<file path="config.mk">
export PLATFORM = sky130hd
export DESIGN_NAME = line_follow_motor_ctrl
export DESIGN_NICKNAME = d
export VERILOG_FILES = /design/src/rtl/line_follow_motor_ctrl_pkg.sv /design/src/rtl/line_follow_motor_ctrl_pwm_channel.sv /design/src/rtl/line_follow_motor_ctrl.sv
export SDC_FILE = /design/constraint.sdc
export NUM_CORES = 1
export LEC_CHECK = 0
export BUFFER_PORTS_ARGS = -buffer_cell sky130_fd_sc_hd__clkbuf_2
export CELL_PAD_IN_SITES_DETAIL_PLACEMENT = 0
export CELL_PAD_IN_SITES_GLOBAL_PLACEMENT = 1
export CORE_UTILIZATION = 49
export DETAILED_ROUTE_END_ITERATION = 16
export PLACE_DENSITY = 0.89
export SKIP_LAST_GASP = 1
export SLEW_MARGIN = 30
export SYNTH_ARGS = -nofsm -noshare
export SYNTH_HDL_FRONTEND = slang
export SYNTH_SLANG_ARGS = --single-unit
</file>
<file path="constraint.sdc">
create_clock -name clk -period 5.9 [get_ports clk]
set_input_delay 0.885 -clock clk [delete_from_list [all_inputs] [get_ports clk]]
set_output_delay 0.885 -clock clk [all_outputs]
set_load 0.01 [all_outputs]
</file>
<file path="src/rtl/line_follow_motor_ctrl_pkg.sv">
// rtl/line_follow_motor_ctrl_pkg.sv - shared steering codes and FSM encodings
package line_follow_motor_ctrl_pkg;

  // Steering codes from the line tracker
  localparam logic [1:0] TRK_STRAIGHT = 2'b11;
  localparam logic [1:0] TRK_LEFT     = 2'b10;
  localparam logic [1:0] TRK_RIGHT    = 2'b01;
  localparam logic [1:0] TRK_LOST     = 2'b00;

  // Steering FSM; encodings are visible on the fsm_state debug port
  typedef enum logic [2:0] {
    ST_IDLE     = 3'd0,
    ST_STRAIGHT = 3'd1,
    ST_LEFT     = 3'd2,
    ST_RIGHT    = 3'd3,
    ST_SEARCH   = 3'd4,
    ST_STOP     = 3'd5
  } fsm_state_e;

  // Direction of the most recent turn, used to pick the search spin direction
  typedef enum logic {
    TURN_LEFT  = 1'b0,
    TURN_RIGHT = 1'b1
  } turn_e;

endpackage

</file>
<file path="src/rtl/line_follow_motor_ctrl_pwm_channel.sv">
// rtl/line_follow_motor_ctrl_pwm_channel.sv - one wheel: duty ramp register and PWM compare flop
module line_follow_motor_ctrl_pwm_channel #(
  parameter int PWM_BITS  = 10,
  parameter int RAMP_STEP = 100
) (
  input  logic                clk,
  input  logic                reset,
  input  logic [PWM_BITS-1:0] pwm_cnt,
  input  logic                boundary,
  input  logic                force_off,
  input  logic [PWM_BITS-1:0] target,
  output logic                pwm
);

  localparam logic [PWM_BITS:0] STEP = (PWM_BITS+1)'(RAMP_STEP);

  logic [PWM_BITS-1:0] duty_cur_d, duty_cur_q;
  logic                pwm_d, pwm_q;

  // One bit wider than the duty so neither the step up nor the floor check can wrap
  logic [PWM_BITS:0] duty_ext;
  logic [PWM_BITS:0] tgt_ext;
  logic [PWM_BITS:0] up_sum;
  logic [PWM_BITS:0] dn_diff;
  logic [PWM_BITS:0] dn_floor;

  assign duty_ext = {1'b0, duty_cur_q};
  assign tgt_ext  = {1'b0, target};
  assign up_sum   = duty_ext + STEP;
  assign dn_diff  = duty_ext - STEP;
  assign dn_floor = tgt_ext + STEP;

  // Ramp toward target once per period; losing enable zeroes the wheel at once
  always_comb begin
    duty_cur_d = duty_cur_q;
    if (force_off) begin
      duty_cur_d = '0;
    end else if (boundary) begin
      if (duty_cur_q < target) begin
        duty_cur_d = (up_sum >= tgt_ext) ? target : up_sum[PWM_BITS-1:0];
      end else if (duty_cur_q > target) begin
        duty_cur_d = (duty_ext >= dn_floor) ? dn_diff[PWM_BITS-1:0] : target;
      end
    end
  end

  // Compare output, gated so a dropped enable silences the pin on the very next clock
  always_comb begin
    pwm_d = (pwm_cnt < duty_cur_q) && !force_off;
  end

  // Duty and output registers
  always_ff @(posedge clk or posedge reset) begin
    if (reset) begin
      duty_cur_q <= '0;
      pwm_q      <= 1'b0;
    end else begin
      duty_cur_q <= duty_cur_d;
      pwm_q      <= pwm_d;
    end
  end

  assign pwm = pwm_q;

endmodule

</file>
<file path="src/rtl/line_follow_motor_ctrl.sv">
// rtl/line_follow_motor_ctrl.sv - steering FSM, lost-line search and dual PWM motor drive
module line_follow_motor_ctrl
  import line_follow_motor_ctrl_pkg::*;
#(
  parameter int PWM_BITS     = 10,
  parameter int DUTY_FAST    = 1000,
  parameter int DUTY_SLOW    = 400,
  parameter int DUTY_SEARCH  = 600,
  parameter int RAMP_STEP    = 100,
  parameter int LOST_TIMEOUT = 50
) (
  input  logic       clk,
  input  logic       reset,
  input  logic       enable,
  input  logic [1:0] track_state,
  output logic       left_pwm,
  output logic       right_pwm,
  output logic       left_dir,
  output logic       right_dir,
  output logic [2:0] fsm_state
);

  localparam int LOST_W = (LOST_TIMEOUT > 1) ? $clog2(LOST_TIMEOUT) : 1;
  localparam logic [LOST_W-1:0] LOST_LAST = LOST_W'(LOST_TIMEOUT - 1);
  localparam logic [PWM_BITS-1:0] D_FAST   = PWM_BITS'(DUTY_FAST);
  localparam logic [PWM_BITS-1:0] D_SLOW   = PWM_BITS'(DUTY_SLOW);
  localparam logic [PWM_BITS-1:0] D_SEARCH = PWM_BITS'(DUTY_SEARCH);

  logic [PWM_BITS-1:0] pwm_cnt_d, pwm_cnt_q;
  fsm_state_e          state_d, state_q;
  turn_e               last_turn_d, last_turn_q;
  logic [LOST_W-1:0]   lost_cnt_d, lost_cnt_q;
  logic                boundary;
  logic                force_off;
  logic [PWM_BITS-1:0] left_tgt, right_tgt;

  assign boundary  = &pwm_cnt_q;
  assign force_off = !enable;

  // Free-running period counter; it keeps counting while disabled
  always_comb begin
    pwm_cnt_d = pwm_cnt_q + 1'b1;
  end

  // Steering decisions are taken only at the period boundary; enable low wins every cycle
  always_comb begin
    state_d     = state_q;
    last_turn_d = last_turn_q;
    lost_cnt_d  = lost_cnt_q;
    if (!enable) begin
      state_d = ST_IDLE;
    end else if (boundary) begin
      case (track_state)
        TRK_STRAIGHT: begin
          state_d    = ST_STRAIGHT;
          lost_cnt_d = '0;
        end
        TRK_LEFT: begin
          state_d     = ST_LEFT;
          last_turn_d = TURN_LEFT;
          lost_cnt_d  = '0;
        end
        TRK_RIGHT: begin
          state_d     = ST_RIGHT;
          last_turn_d = TURN_RIGHT;
          lost_cnt_d  = '0;
        end
        default: begin
          case (state_q)
            ST_SEARCH: begin
              if (lost_cnt_q == LOST_LAST) begin
                state_d = ST_STOP;
              end else begin
                lost_cnt_d = lost_cnt_q + 1'b1;
              end
            end
            ST_STOP: state_d = ST_STOP;
            default: begin
              state_d    = ST_SEARCH;
              lost_cnt_d = '0;
            end
          endcase
        end
      endcase
    end
  end

  // Wheel targets come from the state being entered so the ramp reacts in the same cycle
  always_comb begin
    left_tgt  = '0;
    right_tgt = '0;
    case (state_d)
      ST_STRAIGHT: begin
        left_tgt  = D_FAST;
        right_tgt = D_FAST;
      end
      ST_LEFT: begin
        left_tgt  = D_SLOW;
        right_tgt = D_FAST;
      end
      ST_RIGHT: begin
        left_tgt  = D_FAST;
        right_tgt = D_SLOW;
      end
      ST_SEARCH: begin
        if (last_turn_d == TURN_LEFT) begin
          right_tgt = D_SEARCH;
        end else begin
          left_tgt = D_SEARCH;
        end
      end
      default: begin
        left_tgt  = '0;
        right_tgt = '0;
      end
    endcase
  end

  // Counter and FSM registers
  always_ff @(posedge clk or posedge reset) begin
    if (reset) begin
      pwm_cnt_q   <= '0;
      state_q     <= ST_IDLE;
      last_turn_q <= TURN_LEFT;
      lost_cnt_q  <= '0;
    end else begin
      pwm_cnt_q   <= pwm_cnt_d;
      state_q     <= state_d;
      last_turn_q <= last_turn_d;
      lost_cnt_q  <= lost_cnt_d;
    end
  end

  line_follow_motor_ctrl_pwm_channel #(
    .PWM_BITS  (PWM_BITS),
    .RAMP_STEP (RAMP_STEP)
  ) u_left (
    .clk       (clk),
    .reset     (reset),
    .pwm_cnt   (pwm_cnt_q),
    .boundary  (boundary),
    .force_off (force_off),
    .target    (left_tgt),
    .pwm       (left_pwm)
  );

  line_follow_motor_ctrl_pwm_channel #(
    .PWM_BITS  (PWM_BITS),
    .RAMP_STEP (RAMP_STEP)
  ) u_right (
    .clk       (clk),
    .reset     (reset),
    .pwm_cnt   (pwm_cnt_q),
    .boundary  (boundary),
    .force_off (force_off),
    .target    (right_tgt),
    .pwm       (right_pwm)
  );

  // Reverse drive is not used yet; both wheels always run forward
  assign left_dir  = 1'b1;
  assign right_dir = 1'b1;
  assign fsm_state = state_q;

endmodule
</file>
==> impl_metrics.py <==
metrics = {
    "floorplanning": {
        "dieArea_um2": 8413,
        "coreArea_um2": 7767,
        "io_pins": 12,
        "die_x_um": 91.73,
        "rows": 32,
        "die_height_um": 91.73,
        "initial_utilization_pct": 50.79,
    },
    "worst_setup_path": {
        "crit_path_end_kind": "flop",
        "rr_endpoint": "u_right.duty_cur_q[4]$_DFFE_PP0P_",
        "worst_setup_path_start_kind": "primary input",
        "cp_max_fo": 8,
        "critPathKind": "in -> reg",
        "r2r_cells": 18,
        "r2r_start": "pwm_cnt_q[0]$_DFF_PP0_",
        "crit_required_ns": 6.14,
        "arrival_ns": 5.48,
        "regToRegSetupSlack_ns": 0.97,
    },
    "routing": {
        "avgRoutedWirePerCell_um": 17.06,
        "drc": 0,
        "first_pass_iters": 4,
        "ant_nets": 0,
        "vias": 3425,
        "drt_iter0_drc": 178,
        "via_per_inst": 6.051,
        "wl_um": 9658,
    },
    "timing": {
        "setup_tns_ns": 0,
        "worst_clock_skew_ns": 0.006614,
        "rsz0062_at_grt": "no",
        "clock.fmax_mhz": 190.8,
        "drv_slew": 0,
        "tightest_slew_ns": 0.7477,
        "finalCritPeriodShare_pct": 88.85,
        "max_slew_margin_pct": 49.36,
        "whs_ns": 0.5017,
        "setup_viol": 0,
        "min_period_ns": 5.242,
        "hold_viol_final": 0,
        "setup_ws_ns": 0.6581,
    },
    "yosys": {
        "yosys_warnings": 0,
        "netlist_top_cells_count": "69 x ha_1, 40 x inv_1, 38 x dfrtp_1",
        "synth-edff-count": 0,
        "yosysTopAreaCell": "dfrtp_1",
        "synth_top_flop_cell": "dfrtp_1",
        "avgSynthCellArea_um2": 8.786,
        "yosys-top-cells-area": "dfrtp_1 24%, ha_1 22%, xnor2_1 4.9%",
        "synthDominantCellAreaShare_pct": 24.10,
        "synthMostInstantiatedCell": "ha_1",
        "synthCells": 449,
        "ys_ff_latch": 38,
        "async_flop_share_pct": 100.0,
        "netlist_area_um2": 3945,
        "yosysSeqAreaShare_pct": 24.10,
        "post_synth_num_cell_types": 68,
    },
    "status": {
        "status": "completed",
    },
    "power": {
        "p_leak_uw": 0.001953,
        "power.total_uw": 667.7,
        "powerDensity_nw_per_um2": 157.5,
        "ir_worst_vdd_uv": 96.30,
    },
    "layout": {
        "areaGrowthSynthToFinish_pct": 7.421,
        "num_antenna_cells": 0,
        "final_layout_size_suffix_gt1_share_pct": 11.21,
        "nets": 537,
        "layout.cells.non_filler": 566,
        "fillers": 736,
    },
    "placed_design": {
        "io_buffer_count": 9,
        "post-place-cells": 558,
        "finalWeightedCongestion": 0.8928,
        "place_ws_ns": 0.4369,
        "dp_hpwl_um": 7617,
    },
    "clocking": {
        "root_buffer": "clkbuf_8",
        "cts_resized": 0,
        "cts_tree": "built",
        "cts_htree_levels": 2,
        "clk_latency_ns": 0.30,
        "hold_buffers": 0,
        "clockBufferDepth": 2,
        "post_cts_buffers": 0,
        "clk_pin_slew_worst_paths_ns": 0.08,
        "cts_buffers": 5,
        "numClockSinks": 38,
    },
    "hold_path": {
        "whs_endpoint": "pwm_cnt_q[0]$_DFF_PP0_",
        "whs_path_depth": 1,
        "hold_path.startpoint": "pwm_cnt_q[0]$_DFF_PP0_",
        "min_path_type": "reg -> reg",
    },
    "job": {
        "maxCapViolations": 0,
    },
    "global_routing": {
        "antenna_found_initial": 0,
        "grt_overflow": 0,
        "grt_usage_pct": 24.29,
        "grt_pass1_wl_um": 16340,
        "grt_pass1_vias": 3318,
        "grt_max_degree": 24,
    },
}
[routing by layer]
layer,GRT usage [%],part of all wire [%],up-vias
li1,-,-,1666
met1,33.33,47,1656
met2,40.73,47,92
met3,2.156,3.7,11
met4,7.031,1.5,0
met5,0,0,-
[final cells by class]
cell class	instances	area [µm²]	share of cell area [%]
multi-input cells	358	2745	64.78
flip-flops and latches	38	950.9	22.44
inverters	41	156.4	3.691
well taps	102	127.6	3.012
repair buffers	19	120.1	2.834
clock buffers	5	68.82	1.624
clock inverters	3	68.82	1.624
[power by group]
part           leakage, µW  internal (µW)  total [µW]  switching, µW
Combinational      0.00137           45.4         119           73.2
Sequential        0.000513            265         273           8.29
Clock            0.0000683            170         276            106
[per-stage QoR]
stage | cell area (µm²) | utilization (%)
global route | 4238 | 54.56
floorplan | 3949 | -
global placement | 4100 | 52.79
finish | 4238 | 54.56
CTS | 4238 | 54.56
detailed placement | 4100 | 52.79
[placed cells by master, fill, tap and decap left out, types with 7 or more instances in the layout]
| master | count |
|---|---|
| ha_1 | 69 |
| inv_1 | 40 |
| dfrtp_1 | 38 |
| nand2_1 | 32 |
| nor2_1 | 24 |
| o21ai_0 | 23 |
| a21oi_1 | 22 |
| xnor2_1 | 22 |
| nor3_1 | 17 |
| o21a_1 | 12 |
| nand3_1 | 10 |
| buf_4 | 10 |
| clkbuf_2 | 9 |
| a21o_1 | 8 |
| a211oi_1 | 8 |
| nand4_1 | 7 |
| mux2i_1 | 7 |
[worst max-delay path, cell delays in order]
cell and delay (ns):
clkbuf_2 0.09, inv_1 0.07, ha_1 0.27, o21ba_2 0.19, or4_4 0.43, o221ai_4 0.25
inv_4 0.09, or4_4 0.52, and2_1 0.25, ha_1 0.22, inv_1 0.05, ha_1 0.15
xor2_1 0.07, ha_1 0.30, o211ai_1 0.11, o31ai_1 0.50, a21boi_0 0.31, nor3_1 0.10
a2111oi_0 0.44, a221o_1 0.17
[worst max-delay path by stage]
| stage | start | to | slack (ns) |
|---|---|---|---|
| 2_1_floorplan | track_state[1] | u_right.duty_cur_q[4]$_DFFE_PP0P_ | 0.87 |
| 3_3_place_gp | track_state[1] | u_right.duty_cur_q[6]$_DFFE_PP0P_ | 0.47 |
| 3_5_place_dp | track_state[1] | u_right.duty_cur_q[4]$_DFFE_PP0P_ | 0.44 |
| 4_1_cts | track_state[1] | u_right.duty_cur_q[4]$_DFFE_PP0P_ | 0.72 |
| 5_1_grt | track_state[1] | u_right.duty_cur_q[4]$_DFFE_PP0P_ | 0.35 |
| 6_report | track_state[1] | u_right.duty_cur_q[4]$_DFFE_PP0P_ | 0.66 |
[flip-flops by register name, indices dropped and copies added, names as in the netlist]
signal	count
u_right.pwm	1
u_right.duty_cur_q	8
u_left.pwm	1
lost_cnt_q	6
fsm_state	3
u_left.duty_cur_q	8
pwm_cnt_q	10
last_turn_q	1
[logic make-up (layout without fill, tap and decap cells)]
group,count (synthesis),in the layout,share of synthesized area [%]
mux,9,9,2.347
flops,38,38,24.10
simple gates,125,125,16.33
fa+ha+maj,69,69,21.88
other cells,1,2,0.09506
xor+xnor,28,28,6.216
compound gates,125,125,22.61
buf+inv,54,68,6.406
Note: power is estimated with default switching activity, not from simulation.
